===== src/rtl/jt49_bus_multi.sv =====
// AY-style BDIR/BC2/BC1 bus front-end sharing one CPU bus among NCHIPS JT49 cores.
// Optional JT49_BUS_FIFO_EN: deep write FIFO instead of a single holding register.
module jt49_bus_multi #(
  parameter int NCHIPS     = 2,
  parameter int CHIP_BASE  = 0,
  parameter int FIFO_DEPTH = 4
) (
  input  logic                  clk,
  input  logic                  rst,
  input  logic                  clk_en,
  input  logic                  bdir,
  input  logic                  bc2,
  input  logic                  bc1,
  input  logic [7:0]            din,
  output logic [7:0]            dout,
  output logic                  fifo_full,
  output logic                  overflow,
  output logic [3:0]            core_addr,
  output logic [7:0]            core_din,
  output logic [NCHIPS-1:0]     core_cs_n,
  output logic [NCHIPS-1:0]     core_wr_n,
  input  logic [8*NCHIPS-1:0]   core_dout
);

  localparam int SELW = (NCHIPS > 1) ? $clog2(NCHIPS) : 1;

  typedef struct packed {
    logic [SELW-1:0] chip;
    logic [3:0]      addr;
    logic [7:0]      data;
  } wr_t;

  typedef enum logic {IDLE, STROBE} st_t;

  st_t             st;
  logic            prev_wr;
  logic            addr_valid;
  logic [SELW-1:0] sel;
  logic [3:0]      laddr;

  logic            is_latch;
  logic            is_read;
  logic            is_write;
  logic            push_req;
  logic            do_push;
  logic            do_pop;
  logic            read_ok;
  logic            empty;
  logic            full;
  wr_t             head;
  wr_t             new_e;

  logic [4:0]      off;
  logic            hit;
  logic [SELW-1:0] hit_k;
  logic [7:0]      cd [NCHIPS];

  for (genvar g = 0; g < NCHIPS; g++) begin : g_cd
    assign cd[g] = core_dout[8*g +: 8];
  end

  always_comb begin
    is_latch = 1'b0;
    is_read  = 1'b0;
    is_write = 1'b0;
    unique case ({bdir, bc2, bc1})
      3'b001, 3'b100, 3'b111: is_latch = 1'b1;
      3'b011:                 is_read  = 1'b1;
      3'b110:                 is_write = 1'b1;
      default: ;
    endcase
  end

  // Negative offset (sign bit set) means din is below CHIP_BASE
  assign off   = {1'b0, din[7:4]} - 5'(CHIP_BASE);
  assign hit   = !off[4] && ({1'b0, off[3:0]} < 5'(NCHIPS));
  assign hit_k = off[SELW-1:0];

  assign new_e    = '{chip: sel, addr: laddr, data: din};
  assign push_req = is_write && !prev_wr && addr_valid;
  assign do_pop   = (st == IDLE) && !empty && clk_en;
  assign read_ok  = is_read && (st == IDLE) && !do_pop;
  assign fifo_full = full;

`ifdef JT49_BUS_FIFO_EN
  localparam int AW = $clog2(FIFO_DEPTH);

  logic [AW:0] wp;
  logic [AW:0] rp;
  wr_t         mem [FIFO_DEPTH];

  assign empty   = (wp == rp);
  assign full    = (wp[AW] != rp[AW]) && (wp[AW-1:0] == rp[AW-1:0]);
  assign do_push = push_req && (!full || do_pop);
  assign head    = mem[rp[AW-1:0]];

  always_ff @(posedge clk) begin
    if (do_push) mem[wp[AW-1:0]] <= new_e;
  end

  always_ff @(posedge clk) begin
    if (rst) begin
      wp <= '0;
      rp <= '0;
    end else begin
      if (do_push) wp <= wp + 1'b1;
      if (do_pop)  rp <= rp + 1'b1;
    end
  end
`else
  logic occ;
  wr_t  hold;
  logic unused_depth;

  assign unused_depth = ^FIFO_DEPTH;
  assign empty   = !occ;
  assign full    = occ;
  assign do_push = push_req && !occ;
  assign head    = hold;

  // Slot stays busy until the strobe cycle has finished
  always_ff @(posedge clk) begin
    if (rst) begin
      occ  <= 1'b0;
      hold <= '0;
    end else if (do_push) begin
      occ  <= 1'b1;
      hold <= new_e;
    end else if (st == STROBE) begin
      occ  <= 1'b0;
    end
  end
`endif

  function automatic logic [NCHIPS-1:0] chip_oh(input logic [SELW-1:0] k);
    chip_oh    = '0;
    chip_oh[k] = 1'b1;
  endfunction

  always_ff @(posedge clk) begin
    if (rst) begin
      st         <= IDLE;
      prev_wr    <= 1'b0;
      addr_valid <= 1'b0;
      sel        <= '0;
      laddr      <= '0;
      overflow   <= 1'b0;
      dout       <= 8'hFF;
      core_addr  <= '0;
      core_din   <= '0;
      core_cs_n  <= '1;
      core_wr_n  <= '1;
    end else begin
      prev_wr <= is_write;
      if (is_latch) begin
        addr_valid <= hit;
        if (hit) begin
          sel   <= hit_k;
          laddr <= din[3:0];
        end
      end
      if (push_req && !do_push) overflow <= 1'b1;
      unique case (st)
        IDLE:   if (do_pop) st <= STROBE;
        STROBE: st <= IDLE;
      endcase
      core_cs_n <= '1;
      core_wr_n <= '1;
      if (do_pop) begin
        core_addr <= head.addr;
        core_din  <= head.data;
        core_cs_n <= ~chip_oh(head.chip);
        core_wr_n <= ~chip_oh(head.chip);
      end else if (read_ok) begin
        core_addr <= laddr;
        if (addr_valid) begin
          core_cs_n <= ~chip_oh(sel);
          dout      <= cd[sel];
        end else begin
          dout      <= 8'hFF;
        end
      end
    end
  end

endmodule


===== config.mk =====
export PLATFORM = sky130hd
export DESIGN_NAME = jt49_bus_multi
export DESIGN_NICKNAME = d
export VERILOG_FILES = /design/src/rtl/jt49_bus_multi.sv
export SDC_FILE = /design/constraint.sdc
export NUM_CORES = 1
export LEC_CHECK = 0
export BUFFER_PORTS_ARGS = -buffer_cell sky130_fd_sc_hd__clkbuf_2
export CAP_MARGIN = 20
export CORE_ASPECT_RATIO = 1.75
export CORE_MARGIN = 5
export CORE_UTILIZATION = 54
export CTS_CLUSTER_SIZE = 14
export DETAILED_ROUTE_END_ITERATION = 6
export PLACE_DENSITY = 0.81
export SYNTH_ARGS = -nofsm -noshare
export SYNTH_HDL_FRONTEND = slang
export SYNTH_SLANG_ARGS = --single-unit

===== constraint.sdc =====
create_clock -name clk -period 4.8 [get_ports clk]
set_clock_uncertainty 0.2 [all_clocks]
set_input_delay 0.96 -clock clk [delete_from_list [all_inputs] [get_ports clk]]
set_output_delay 0.96 -clock clk [all_outputs]
set_load 0.02 [all_outputs]

Word-level counts from Yosys, hierarchy flattened
Cells that the tools add are included.

word-level totals
  bits in registers = 47
  latch bits = 0
  bits in writable memories = 0
  bits in read-only memories = 0
  bits of input ports = 30
  output and inout bits = 26
  logic and storage cells = 71
  memories = 0

operators by class
  add/subtract/negate cells = 0
  $mul = 0
  div/mod/pow operators = 0
  magnitude comparators = 6
  equality and inequality tests = 5
  shifts and indexed selects = 0
  multiplexer cells = 20
  bitwise gates (word level) = 5
  reduce and logical (&&, ||, !) cells = 20

operators by type and width
  kind                count
  $mux 8              4
  $logic_and 1x1->1   10
  $eq 3x3->1 const B  3
  $mux 1              8
  $mux 4              2
  $mux 2              3
  $logic_not 1->1     4
  $lt 1x2->1 const B  2
  $lt 4x2->1 const B  1
  $not 2->2           2
  $reduce_and 2->1    2
  $reduce_bool 2->1   2
  $eq 3x1->1 const B  1
  $eq 3x2->1 const B  1
  $reduce_or 3->1     1
  $demux 1 s1         2
  $ge 1x1->1 const B  2
  $ge 2x2->1 const B  1
  $not 1->1           2
  $not 1->2           1
  $pmux 1 s2          1
  $reduce_or 2->1     1

Longest topological paths before layout
  depth in word-level cells = 8
  depth in mapped cells = 6

Worst setup path before layout
Ideal clock, no wire load.

  kind = input -> register
  start = in bc1
  end = reg hold, in the netlist head[4]
  data arrival time = 2.013 ns
  slack = 2.459 ns
  stages = 5
  cells stage by stage = nand3b_1 nor4b_4 buf_6 mux2i_1 nor2_1

on the way
  longest elaborated chain between the ends = 5

ends and longest elaborated chain
  element                          RTL line  RTL
  start: declaration               13        input logic bc1,
  $eq 3x3->1                       66        unique case ({bdir, bc2, bc1})
  $mux 1                           66
  $logic_and 1x1->1 (2 in series)  80        assign push_req = is_write && !prev_wr && addr_valid;
  $logic_and 1x1->1                118       assign do_push = push_req && !occ;
  end signal: assignment           128       hold <= new_e;
  end: declaration                 112       wr_t hold;

Every way passes these cells.
A chain may end at the register's enable or synchronous reset.

Worst setup path after layout
  start = in bc1
  end = reg hold, in the netlist head[12]

Same word-level chain as after synthesis.

==> results.md <==
* Status: complete, no violations
* Fin area at between 2000 and 2500 um2
* DP Cell Count at 288
* Slowest stage cell, crit path: nor4b_4
* Fin Hold WS at 0.254 ns
* Fin Setup TNS at 0 ns
* CTS Hold Bufs at 0
* CTS resizes at 0
* Worst rel slew slack at 24.7%
* Final nets at 280
* Number of global-route vias before repair at around 1400
* Top Ports at 56
* H-tree levels at 2
* Yosys warns at 0
* Reg clk slew, reported paths at roughly 0.080 ns
* Antenna viol nets, final at 0
* Flop and latch count out of synthesis at 47
* First-pass GRT wire length at 6020 um
* Worst Slack Setup Final at 2.14 ns
* Pre-CTS setup slack at 1.84 ns
* TritonCTS clock tree: yes
* CTS Sinks at 47
* Worst-Margin Slew at 1.12 ns
* Num CTS Buffers at 5
* TritonRoute pass-1 iters at 4
* Total gr overflow at 0
* Syn Inst Count at 199
* Register area share after synthesis at 49.2%
* Mapped Avg Cell Area at 9.61 um2
* Kind of critical path: input port to register
* Max-Cap Viols at 0
* Synthesized cell area at between 1500 and 2000 um2
* Vias per cell at 5.13
* Fmax at 376 MHz
* Row cnt at 28
* Initial antenna violation count at 0
* Dpl cell area at 2190 um2
* Fin crit share at a little under three fifths
* Crit path arrival time at 2.61 ns
* Worst ir drop on vdd at roughly 0.00038 V
* Initial core utilization at 56.3%
* Die area at 4880 um2
* Initial DRC count at 14
* Final Non-Filler Cells at about 300
* Crit-path max FO at 14
* Final hold violations at 0
* Mapped Nets at approximately 230
* Area Growth Syn to Fin at 20.1%
* Pwr dens at ~300 nW/um2
* LEAKAGE at 0.954 nW
* CP peak stage delay at 0.96 ns
* Core Box Area at 3400 um2
* HPWL after DPL at between 2000 and 3000 um
* Port Buffers at 55
* Post-layout util at roughly two thirds
* Synth Flop Type: dfxtp_1
* GRT Total Usage at 17.0%
* # DRC at 0
* Setup violations, final at 0
* Max Slew Vio Count at 0
* Largest net degree at the start of global routing at 52
* Routed WL per cell at 12.9 um
* Critical path data required time at 4.75 ns
* Post-CTS Setup Repair Bufs at 0
* Share of cells above drive strength 1 at 26.7%
* Synth async-reset ratio at 0%
* Hold crit path type: register to register
* Crit path time final at 2.66 ns
* RSZ-0062 raised after global routing: false
* Vias at 1519
* Post-synth EDFFs at 0
* CP Capture Type: register
* Critical Path Source Type: input port
* Cell Chain, Critical Path: clkbuf_2 > nand3b_1 > nor4b_4 > mux2i_1 > nor2_1
* Die height at a little under 90 um
* Root Driver: clkbuf_8
* Diodes inserted at 0
* RePlAce Congestion at 0.854
* Distinct cells, synth at 28
* Worst-skew pair later-pin latency at 0.29 ns
* CTS max path bufs at 2
* Die Span X at 55.0 um
* Final Power at 0.688 mW
* WL final at roughly 3800 um
-- sequential cells by signal, indices dropped and copies added (netlist names) --
register,count
prev_wr,1
st,1
dout,8
core_cs_n,2
overflow,1
core_din,8
fifo_full,1
head,13
addr_valid,1
core_addr,4
sel,1
laddr,4
core_wr_n,2
-- worst max-delay path, delay by kind of cell --
kind          cells  cell delay (ns)
simple gates      3             1.26
buf+inv           1             0.10
mux               1             0.27
-- report_power, final --
part	internal [mW]	switching [mW]
Clock	0.131	0.124
Combinational	0.0193	0.0199
Sequential	0.391	0.00262
Total	0.542	0.147
-- routing by layer --
metal	vias to the layer above	track usage (%)	wire, um
met3	4	4.72	238
met5	-	0	0
li1	777	-	-
met2	36	31.0	2080
met4	0	7.96	63
met1	702	16.8	1440
-- cell type report --
type / instances / area, um2
Timing Repair Buffer: 56 / 283
Sequential cell: 47 / 941
Clock buffer: 7 / 96.3
Multi-Input combinational cell: 139 / 910
Inverter: 1 / 3.75
Tap cell: 45 / 56.3
Clock inverter: 1 / 7.51
Fill cell: 318 / 1100
-- cells in the final DEF, fill, tap and decap left out, drive strengths merged, types with 2 or more instances in the layout --
cell type and instances:
and3 8, nand2b 10, mux2i 30, nor2 31
a21oi 11, clkbuf 62, o21bai 9, dfxtp 47
a211oi 4, nand2 21, nand3 2
-- synth_stat cells (2+ instances only) --
| cell type | count | share of area (%) |
|---|---|---|
| nor2_1 | 31 | 6.1 |
| a211oi_1 | 4 | 1.6 |
| nand2b_1 | 10 | 3.3 |
| and3_1 | 8 | 2.6 |
| nand3_1 | 2 | 0.52 |
| buf_2 | 2 | 0.52 |
| nand2_1 | 21 | 4.1 |
| clkbuf_1 | 8 | 1.6 |
| a21oi_1 | 11 | 2.9 |
| mux2i_1 | 30 | 16 |
| o21bai_1 | 9 | 3.5 |
| dfxtp_1 | 47 | 49 |
-- path summary, 6_finish.rpt --
| kind | from | endpoint | slack [ns] | cells after the start |
|---|---|---|---|---|
| setup / recovery | bc1 | head[12]$_SDFFE_PP0P_ | 2.14 | 5 |
| hold / removal | head[6]$_SDFFE_PP0P_ | core_din[6]$_SDFFE_PP0N_ | 0.25 | 2 |
| setup reg to reg | addr_valid$_SDFFE_PP0P_ | head[12]$_SDFFE_PP0P_ | 2.60 | 3 |
| hold reg to reg | head[6]$_SDFFE_PP0P_ | core_din[6]$_SDFFE_PP0N_ | 0.25 | 2 |
-- logic make-up after synthesis --
| kind of cell | share of synthesized area [%] |
|---|---|
| XOR/XNOR | 0.458 |
| AO/OA/AOI/OAI | 10.4 |
| multiplexers | 15.7 |
| flip-flops | 49.2 |
| AND/OR/NAND/NOR | 21.0 |
| buffers and inverters | 3.27 |
No activity file was read; power rests on OpenSTA's default activity.
